### src/rtl/ysyx_22040931_mem_stage.sv
// ----------------------------------------------------------------------------
// ysyx_22040931_mem_stage
//
// Memory-access stage of the ysyx_22040931 RV64 pipeline, sitting between EX
// and WB. Non-memory packets pass straight through to a registered writeback
// packet. Loads and stores are issued one at a time on a valid/ready memory
// bus with byte-lane alignment, then the load result is extracted and
// sign/zero extended. Misaligned or reserved-op accesses never reach the bus
// and retire immediately with the misalign flag set.
//
// Handshakes (all sampled on the rising edge of clk):
//   - EX -> MEM : a packet transfers when in_valid && in_ready. in_ready is
//                 high only in IDLE; upstream holds the packet otherwise.
//   - MEM -> bus: a request transfers when bus_req_valid && bus_req_ready.
//                 bus_addr/wen/wmask/wdata stay constant while valid waits.
//   - bus -> MEM: bus_rsp_valid is a one-cycle response (read data or write
//                 acknowledge), honoured only in WAIT.
//   - MEM -> WB : wb_valid is a one-cycle pulse; WB never stalls.
//
// Ports:
//   clk, rst                clock, synchronous active-high reset
//   in_valid / in_ready     EX packet handshake
//   w_ena_i, w_addr_i,
//   w_data_i, pc_i          regfile write intent, EX result, instruction PC
//   mem_ena_i, mem_wr_i,
//   memrop_i, memwop_i      memory access enable, direction and size/sign op
//   mem_addr_i, mem_data_i  byte address and right-aligned store data
//   bus_req_*/bus_addr/
//   bus_wen/bus_wmask/
//   bus_wdata               request channel to memory (doubleword aligned)
//   bus_rsp_valid/bus_rdata response channel from memory
//   wb_*                    registered writeback packet to WB
//   misalign                misaligned/reserved access, pulses with wb_valid
// ----------------------------------------------------------------------------
module ysyx_22040931_mem_stage #(
    parameter int DATA_W = 64,
    parameter int ADDR_W = 32,
    parameter int PC_W   = 64
) (
    input  logic              clk,
    input  logic              rst,

    input  logic              in_valid,
    output logic              in_ready,
    input  logic              w_ena_i,
    input  logic [4:0]        w_addr_i,
    input  logic [DATA_W-1:0] w_data_i,
    input  logic [PC_W-1:0]   pc_i,
    input  logic              mem_ena_i,
    input  logic              mem_wr_i,
    input  logic [2:0]        memrop_i,
    input  logic [2:0]        memwop_i,
    input  logic [ADDR_W-1:0] mem_addr_i,
    input  logic [DATA_W-1:0] mem_data_i,

    output logic              bus_req_valid,
    input  logic              bus_req_ready,
    output logic [ADDR_W-1:0] bus_addr,
    output logic              bus_wen,
    output logic [7:0]        bus_wmask,
    output logic [DATA_W-1:0] bus_wdata,
    input  logic              bus_rsp_valid,
    input  logic [DATA_W-1:0] bus_rdata,

    output logic              wb_valid,
    output logic              wb_w_ena,
    output logic [4:0]        wb_w_addr,
    output logic [DATA_W-1:0] wb_w_data,
    output logic [PC_W-1:0]   wb_pc,
    output logic              misalign
);

    typedef enum logic [1:0] {
        IDLE = 2'd0,
        REQ  = 2'd1,
        WAIT = 2'd2
    } state_t;

    state_t state_q;
    state_t state_d;

    // ------------------------------------------------------------------
    // Accept-time decode of the incoming EX packet
    // ------------------------------------------------------------------
    logic              accept;
    logic [1:0]        acc_size;      // log2 of access bytes
    logic              acc_reserved;
    logic              acc_aligned;
    logic              acc_misalign;
    logic              acc_go_mem;    // accepted packet that needs the bus
    logic [7:0]        acc_size_mask;
    logic [7:0]        acc_wmask;
    logic [DATA_W-1:0] acc_wdata;

    assign accept       = in_valid && in_ready;
    assign acc_size     = mem_wr_i ? memwop_i[1:0] : memrop_i[1:0];
    assign acc_reserved = mem_wr_i ? memwop_i[2] : (memrop_i == 3'b111);

    always_comb begin
        acc_aligned   = 1'b1;
        acc_size_mask = 8'h01;
        case (acc_size)
            2'd0: begin
                acc_aligned   = 1'b1;
                acc_size_mask = 8'h01;
            end
            2'd1: begin
                acc_aligned   = (mem_addr_i[0] == 1'b0);
                acc_size_mask = 8'h03;
            end
            2'd2: begin
                acc_aligned   = (mem_addr_i[1:0] == 2'b00);
                acc_size_mask = 8'h0F;
            end
            default: begin
                acc_aligned   = (mem_addr_i[2:0] == 3'b000);
                acc_size_mask = 8'hFF;
            end
        endcase
    end

    assign acc_misalign = mem_ena_i && (acc_reserved || !acc_aligned);
    assign acc_go_mem   = accept && mem_ena_i && !acc_misalign;

    // Store data moves up to its byte lane; upper bits spill out of the
    // doubleword and the mask decides which lanes memory actually writes.
    assign acc_wmask = mem_wr_i ? (acc_size_mask << mem_addr_i[2:0]) : 8'h00;
    assign acc_wdata = mem_wr_i ? (mem_data_i << {mem_addr_i[2:0], 3'b000})
                                : '0;

    // ------------------------------------------------------------------
    // In-flight access registers (valid from REQ through WAIT)
    // ------------------------------------------------------------------
    logic              wr_q;
    logic [2:0]        rop_q;
    logic [2:0]        shift_q;
    logic              w_ena_q;
    logic [4:0]        w_addr_q;
    logic [PC_W-1:0]   pc_q;
    logic [ADDR_W-4:0] addr_q;        // doubleword index, low 3 bits implied 0
    logic [7:0]        wmask_q;
    logic [DATA_W-1:0] wdata_q;

    always_ff @(posedge clk) begin
        if (rst) begin
            wr_q     <= 1'b0;
            rop_q    <= 3'b000;
            shift_q  <= 3'b000;
            w_ena_q  <= 1'b0;
            w_addr_q <= 5'd0;
            pc_q     <= '0;
            addr_q   <= '0;
            wmask_q  <= 8'h00;
            wdata_q  <= '0;
        end else if (acc_go_mem) begin
            wr_q     <= mem_wr_i;
            rop_q    <= memrop_i;
            shift_q  <= mem_addr_i[2:0];
            w_ena_q  <= w_ena_i;
            w_addr_q <= w_addr_i;
            pc_q     <= pc_i;
            addr_q   <= mem_addr_i[ADDR_W-1:3];
            wmask_q  <= acc_wmask;
            wdata_q  <= acc_wdata;
        end
    end

    // ------------------------------------------------------------------
    // FSM: state register / next state / outputs
    // ------------------------------------------------------------------
    always_ff @(posedge clk) begin
        if (rst) begin
            state_q <= IDLE;
        end else begin
            state_q <= state_d;
        end
    end

    always_comb begin
        state_d = state_q;
        case (state_q)
            IDLE:    if (acc_go_mem)    state_d = REQ;
            REQ:     if (bus_req_ready) state_d = WAIT;
            WAIT:    if (bus_rsp_valid) state_d = IDLE;
            default: state_d = IDLE;
        endcase
    end

    // Request fields are driven only in REQ so the bus sees zeros when idle.
    always_comb begin
        in_ready      = 1'b0;
        bus_req_valid = 1'b0;
        bus_addr      = '0;
        bus_wen       = 1'b0;
        bus_wmask     = 8'h00;
        bus_wdata     = '0;
        case (state_q)
            IDLE: in_ready = 1'b1;
            REQ: begin
                bus_req_valid = 1'b1;
                bus_addr      = {addr_q, 3'b000};
                bus_wen       = wr_q;
                bus_wmask     = wmask_q;
                bus_wdata     = wdata_q;
            end
            default: ;
        endcase
    end

    // ------------------------------------------------------------------
    // Load data extraction
    // ------------------------------------------------------------------
    logic [DATA_W-1:0] rd_shifted;
    logic [DATA_W-1:0] load_data;

    assign rd_shifted = bus_rdata >> {shift_q, 3'b000};

    always_comb begin
        load_data = rd_shifted;
        case (rop_q)
            3'b000:  load_data = {{(DATA_W-8){rd_shifted[7]}},   rd_shifted[7:0]};
            3'b001:  load_data = {{(DATA_W-16){rd_shifted[15]}}, rd_shifted[15:0]};
            3'b010:  load_data = {{(DATA_W-32){rd_shifted[31]}}, rd_shifted[31:0]};
            3'b100:  load_data = {{(DATA_W-8){1'b0}},            rd_shifted[7:0]};
            3'b101:  load_data = {{(DATA_W-16){1'b0}},           rd_shifted[15:0]};
            3'b110:  load_data = {{(DATA_W-32){1'b0}},           rd_shifted[31:0]};
            default: load_data = rd_shifted;
        endcase
    end

    // ------------------------------------------------------------------
    // Writeback packet. Retires either straight from accept (non-memory or
    // misaligned) or on the bus response. Stores and misaligned accesses
    // carry a zero data field since nothing is written back.
    // ------------------------------------------------------------------
    always_ff @(posedge clk) begin
        if (rst) begin
            wb_valid  <= 1'b0;
            wb_w_ena  <= 1'b0;
            wb_w_addr <= 5'd0;
            wb_w_data <= '0;
            wb_pc     <= '0;
            misalign  <= 1'b0;
        end else begin
            wb_valid <= 1'b0;
            wb_w_ena <= 1'b0;
            misalign <= 1'b0;
            if (accept && !acc_go_mem) begin
                wb_valid  <= 1'b1;
                wb_w_ena  <= w_ena_i && !mem_ena_i;
                wb_w_addr <= w_addr_i;
                wb_w_data <= mem_ena_i ? '0 : w_data_i;
                wb_pc     <= pc_i;
                misalign  <= acc_misalign;
            end else if (state_q == WAIT && bus_rsp_valid) begin
                wb_valid  <= 1'b1;
                wb_w_ena  <= w_ena_q && !wr_q;
                wb_w_addr <= w_addr_q;
                wb_w_data <= wr_q ? '0 : load_data;
                wb_pc     <= pc_q;
            end
        end
    end

endmodule

### config.mk
export PLATFORM = sky130hd
export DESIGN_NAME = ysyx_22040931_mem_stage
export DESIGN_NICKNAME = d
export VERILOG_FILES = /design/src/rtl/ysyx_22040931_mem_stage.sv
export SDC_FILE = /design/constraint.sdc
export NUM_CORES = 1
export LEC_CHECK = 0
export CELL_PAD_IN_SITES_DETAIL_PLACEMENT = 0
export CELL_PAD_IN_SITES_GLOBAL_PLACEMENT = 1
export CORE_ASPECT_RATIO = 0.5
export CORE_MARGIN = 2
export CORE_UTILIZATION = 33
export DETAILED_ROUTE_END_ITERATION = 10
export PLACE_DENSITY_LB_ADDON = 0.1
export SKIP_LAST_GASP = 1
export SYNTH_ARGS = -nofsm -noshare
export SYNTH_HDL_FRONTEND = slang
export SYNTH_SLANG_ARGS = --single-unit
### constraint.sdc
create_clock -name clk -period 2.9 [get_ports clk]
set_input_delay 0.87 -clock clk [delete_from_list [all_inputs] [get_ports clk]]
set_output_delay 0.87 -clock clk [all_outputs]
set_load 0.01 [all_outputs]
Word level (Yosys, flattened, before mapping)
Index checks and enable logic that the tools add are counted.

storage, ports and cells
  logic and storage cells = 85
  flip-flop bits (word level) = 316

cells by class
  reductions and logical operators = 22
  equal/unequal tests = 13
  shifts and indexed selects = 3
  multiplexer cells = 29
  bitwise logic cells = 2

operator list
  kind                                                             number
  64-bit two-way mux                                               8
  64-bit one-hot mux with 6 select lines                           1
  64-bit by 6-bit << shifter with 64-bit output                    1
  64-bit by 6-bit >> shifter with 64-bit output                    1
  32-bit two-way mux                                               1
  8-bit one-hot mux with 3 select lines                            1
  8-bit two-way mux                                                2
  3-bit == test, second input constant                             4
  5-bit two-way mux                                                2
  1-bit logical AND                                                8
  1-bit two-way mux                                                8
  2-bit two-way mux                                                4
  8-bit by 3-bit << shifter with 8-bit output                      1
  2-bit logical NOT                                                3
  3-bit logical NOT                                                2
  2-bit inequality test, second input constant                     3
  2-bit one-hot mux with 3 select lines                            1
  1-bit logical NOT                                                5
  2-bit by 1-bit == test with 1-bit output, second input constant  2
  2-bit == test, second input constant                             2
  3-bit by 1-bit == test with 1-bit output, second input constant  1
  3-bit by 2-bit == test with 1-bit output, second input constant  1
  1-bit one-hot mux with 3 select lines                            1
  3-bit AND reduction                                              1
  other kinds (4)                                                  5

Longest topological paths before layout
  depth in word-level cells = 12
  gate-level depth with buffers = 10
  depth with buffers taken out = 6

Least setup slack after synthesis
OpenSTA, ideal clock, no wires.

  path kind = input-to-reg
  start point = input mem_wr_i
  end point = register wb_w_data[53]
  cell stages on the path = 8
  buffers on the path = 3
  setup slack = 0.390 ns
  library setup time = 0.134 ns
  data arrival time = 2.376 ns
  path through = buf_4 mux2_4 a21oi_4 o211a_4 a31oi_1 clkbuf_1 buf_2 a211oi_1

on the way
  cells in the longest elaborated chain, start to end = 11
  elaborated cells between the ends (all ways) = 15
  classes of those cells = eq/ne: 2; mux: 4; reduce/logical: 9

ends and longest elaborated chain
  what                                                      RTL line  RTL
  start: declaration                                        50        input logic mem_wr_i,
  2-bit two-way mux                                         96        assign acc_size = mem_wr_i ? memwop_i[1:0] : memrop_i[1:0];
  2-bit == test, or another cell as far along               102       case (acc_size)
  1-bit one-hot mux with 3 select lines                     102
  1-bit logical NOT                                         122       assign acc_misalign = mem_ena_i && (acc_reserved || !acc_aligned);
  1-bit logical OR *                                        122
  1-bit logical AND *                                       122
  1-bit logical NOT *                                       123       assign acc_go_mem = accept && mem_ena_i && !acc_misalign;
  1-bit logical AND *                                       123
  1-bit logical NOT *                                       248       if (accept && !acc_go_mem) begin
  1-bit logical AND *                                       248
  64-bit two-way mux or 2-bit nonzero test (tied branches)  --
  end signal: assignment                                    252       wb_w_data <= mem_ena_i ? '0 : w_data_i;
  end signal: assignment                                    259       wb_w_data <= wr_q ? '0 : load_data;
  end: declaration                                          68        output logic [DATA_W-1:0] wb_w_data,

Every way passes the cells marked *; elsewhere a longest branch is shown, timed or not.
A chain may end at the register's enable or synchronous reset.

Final worst setup path
  start point = register state_q[0]
  end point = output bus_wdata[19]

on the way
  cells in the longest elaborated chain, start to end = 2

ends and longest elaborated chain
  what                                      RTL line  RTL
  start: declaration                        79        state_t state_q;
  start signal: assignment                  175       state_q <= state_d;
  2-bit by 1-bit == test with 1-bit output  197       case (state_q)
  64-bit two-way mux                        197
  end: declaration                          61        output logic [DATA_W-1:0] bus_wdata,

No other way between the ends.

==> flow_metrics.tcl <==
set metrics [dict create \
    fin_skew_ns 0.02699 \
    status "finished clean" \
    syn_area_per_cell_sq_um 7.735 \
    grt_max_degree 84 \
    required_ns 2.03 \
    path_clk_slew_ns 0.07 \
    ys_types 63 \
    p_leak_nw 9.093 \
    start_util 0.3336 \
    hold_viol 0 \
    vias_per_cell 5.105 \
    port_buffers 546 \
    synth_area_sq_um 16730 \
    powerDensity_nw_per_um2 489.9 \
    critPathMaxFanout 24 \
    design_area_sq_um 24620 \
    synth-edff-count 0 \
    final_common_cell "nand2_1" \
    die_h_um 163.2 \
    globalplace.congestion 0.8694 \
    place_area_sq_um 23470 \
    grt_usage 0.2408 \
    crit_path_end_kind "output port" \
    min_path_cells 2 \
    grt_pass1_wl_mm 99.71 \
    path_cells "nor2b_4, buf_12, buf_6, buf_16, and2_1, dlygate4sd2_1" \
    antenna_left 0 \
    holdCritStartpoint "wdata_q[63]" \
    drt_iter0_markers 1202 \
    timing.setup.tns_ns 0 \
    fmax_mhz 353.8 \
    tritoncts "yes" \
    maxCapViolations 0 \
    num_rows 58 \
    drt_wl_total_mm 66.21 \
    wl_per_cell_um 19.57 \
    overflow 0 \
    final-setup-viol-count 0 \
    num_vias 17271 \
    synthCells 2163 \
    grt_pass1_vias 16822 \
    nNetsFinal 2973 \
    slew_violations 0 \
    slew_headroom 0.4921 \
    root_buffer "clkbuf_16" \
    slowest_delay_ns 0.37 \
    area_growth_pct 47.18 \
    tightest_slew_ns 0.7426 \
    n_fill_cell 4944 \
    vdd_drop_max_mv 0.3303 \
    clk_latency_ns 0.59 \
    drive_gt1_frac 0.1082 \
    async_flop_share 0 \
    cts_buffer_depth 3 \
    min_period_ns 2.826 \
    dr.pass1.iters 5 \
    core_area_sq_um 50150 \
    crit_path_start_kind "flip-flop" \
    die_area_sq_um 52620 \
    rsz0062_at_grt "false" \
    cp_slowest_cell "dfxtp_4" \
    hold_buffers 0 \
    yosys_warnings 0 \
    ys_ff_latch 316 \
    reg2regPathDepth 7 \
    critPathLaunch "state_q[0]" \
    cts.htree.levels 1 \
    post-route-drc-count 0 \
    post-route-period-util 0.9746 \
    dp_hpwl_mm 47.94 \
    final_cell_mix "nand2_1, clkdlybuf4s50_1, dfxtp_1, nor2_1, a21oi_1" \
    reg2reg_from "shift_q[2]" \
    io_pins 550 \
    path_class "flip-flop to output port" \
    cts_buffers 31 \
    synth_ff_type "dfxtp_1" \
    cp.arrival_ns 1.96 \
    cts_sinks 316 \
    synth.yosys.seq_area_share 0.3781 \
    hp-class "flip-flop to flip-flop" \
    antenna_found_initial 3 \
    dieWidth_um 322.4 \
]
[path summary, 6_finish.rpt]
path,endpoint,slack (ns)
setup reg to reg,wb_w_data[27],0.40
hold / removal,wdata_q[63],0.45
setup / recovery,bus_wdata[19],0.07
hold reg to reg,wdata_q[63],0.45
[per-stage QoR]
stage / std cells / utilization / worst slack (ns) / total power, W / hold slack (ns)
floorplan: 2165 / - / 0.3901 / 0.006088 / 0.4273
global placement: 3318 / 0.4681 / -0.09870 / 0.007518 / 0.4355
detailed placement: 3318 / 0.4681 / -0.1810 / 0.007527 / 0.4400
CTS: 3380 / 0.4904 / -0.2124 / 0.01220 / 0.4487
global route: 3383 / 0.4910 / 0.0004572 / 0.01260 / 0.4656
finish: 3383 / 0.4910 / 0.07357 / 0.01206 / 0.4452
[where the power goes]
part	total, W	internal [W]	switching (W)
logic	0.00269	0.00138	0.00131
clock network	0.00463	0.00276	0.00187
registers	0.00474	0.00459	0.000151
[per-layer routing]
metal	part of all wire	GRT usage	vias up
li1	-	-	8562
met4	0.027	0.06521	0
met5	0	0	-
met2	0.51	0.4435	414
met1	0.42	0.2960	8203
met3	0.041	0.02889	92
[critical path, delay by kind of cell, from the launching register on]
kind	cells	cell delay, ns
buffers and inverters	4	0.69
flip-flops	1	0.37
AND/OR/NAND/NOR	2	0.30
[synthesized netlist by cell type (4+ instances only)]
cell	number	area (sq um)
o2111ai_1	5	43.79
a21oi_1	210	1051
mux4_2	13	292.8
o22ai_1	15	93.84
a32oi_1	33	289.0
o32a_1	4	40.04
a22oi_1	29	217.7
nor2b_1	31	193.9
clkbuf_1	105	394.1
o21ai_0	70	350.3
mux2_2	48	540.5
a2bb2oi_1	4	35.03
buf_1	8	30.03
mux2i_1	75	750.7
inv_1	6	22.52
buf_4	25	187.7
nor2_1	234	878.3
a311oi_2	9	135.1
buf_2	69	345.3
nand3_1	51	255.2
nand2_1	483	1813
a2111oi_0	7	61.31
dfxtp_1	316	6326
o21ai_1	16	80.08
a211oi_1	57	427.9
buf_6	5	56.30
a311oi_1	85	744.5
nand2b_1	4	25.02
and2_1	108	675.7
[cell type report]
class | count | area, sq um | share of cell area
Timing Repair Buffer | 681 | 6803 | 0.2763
Sequential cell | 316 | 6336 | 0.2573
Clock inverter | 15 | 256.5 | 0.01042
Multi-Input combinational cell | 1629 | 9444 | 0.3835
Inverter | 7 | 26.28 | 0.001067
Tap cell | 690 | 863.3 | 0.03506
Clock buffer | 42 | 887.1 | 0.03603
Antenna cell | 3 | 7.507 | 0.0003049
[flip-flops by register name (all words and copies together), names as in the netlist, 2 cells and up]
register / flops
wmask_q: 8
wdata_q: 64
wb_w_addr: 5
w_addr_q: 5
wb_pc: 64
wb_w_data: 64
pc_q: 64
rop_q: 3
addr_q: 29
shift_q: 3
state_q: 2
[cells by family after synthesis]
family	synth area share
AND/OR/NAND/NOR	0.2368
AO/OA/AOI/OAI	0.2258
flip-flops	0.3781
buffers and inverters	0.06245
multiplexers	0.09558
XOR/XNOR	0.001047
other	0.0002242
[repair_timing]
action / 4_1_cts / 5_1_grt
resized for setup: 105 / 37
cloned: 2 / 0
pin swaps: 0 / 0
buffers inserted: 3 / 0
setup endpoints to repair: 103 / 33
(Power assumes the default switching activity.)
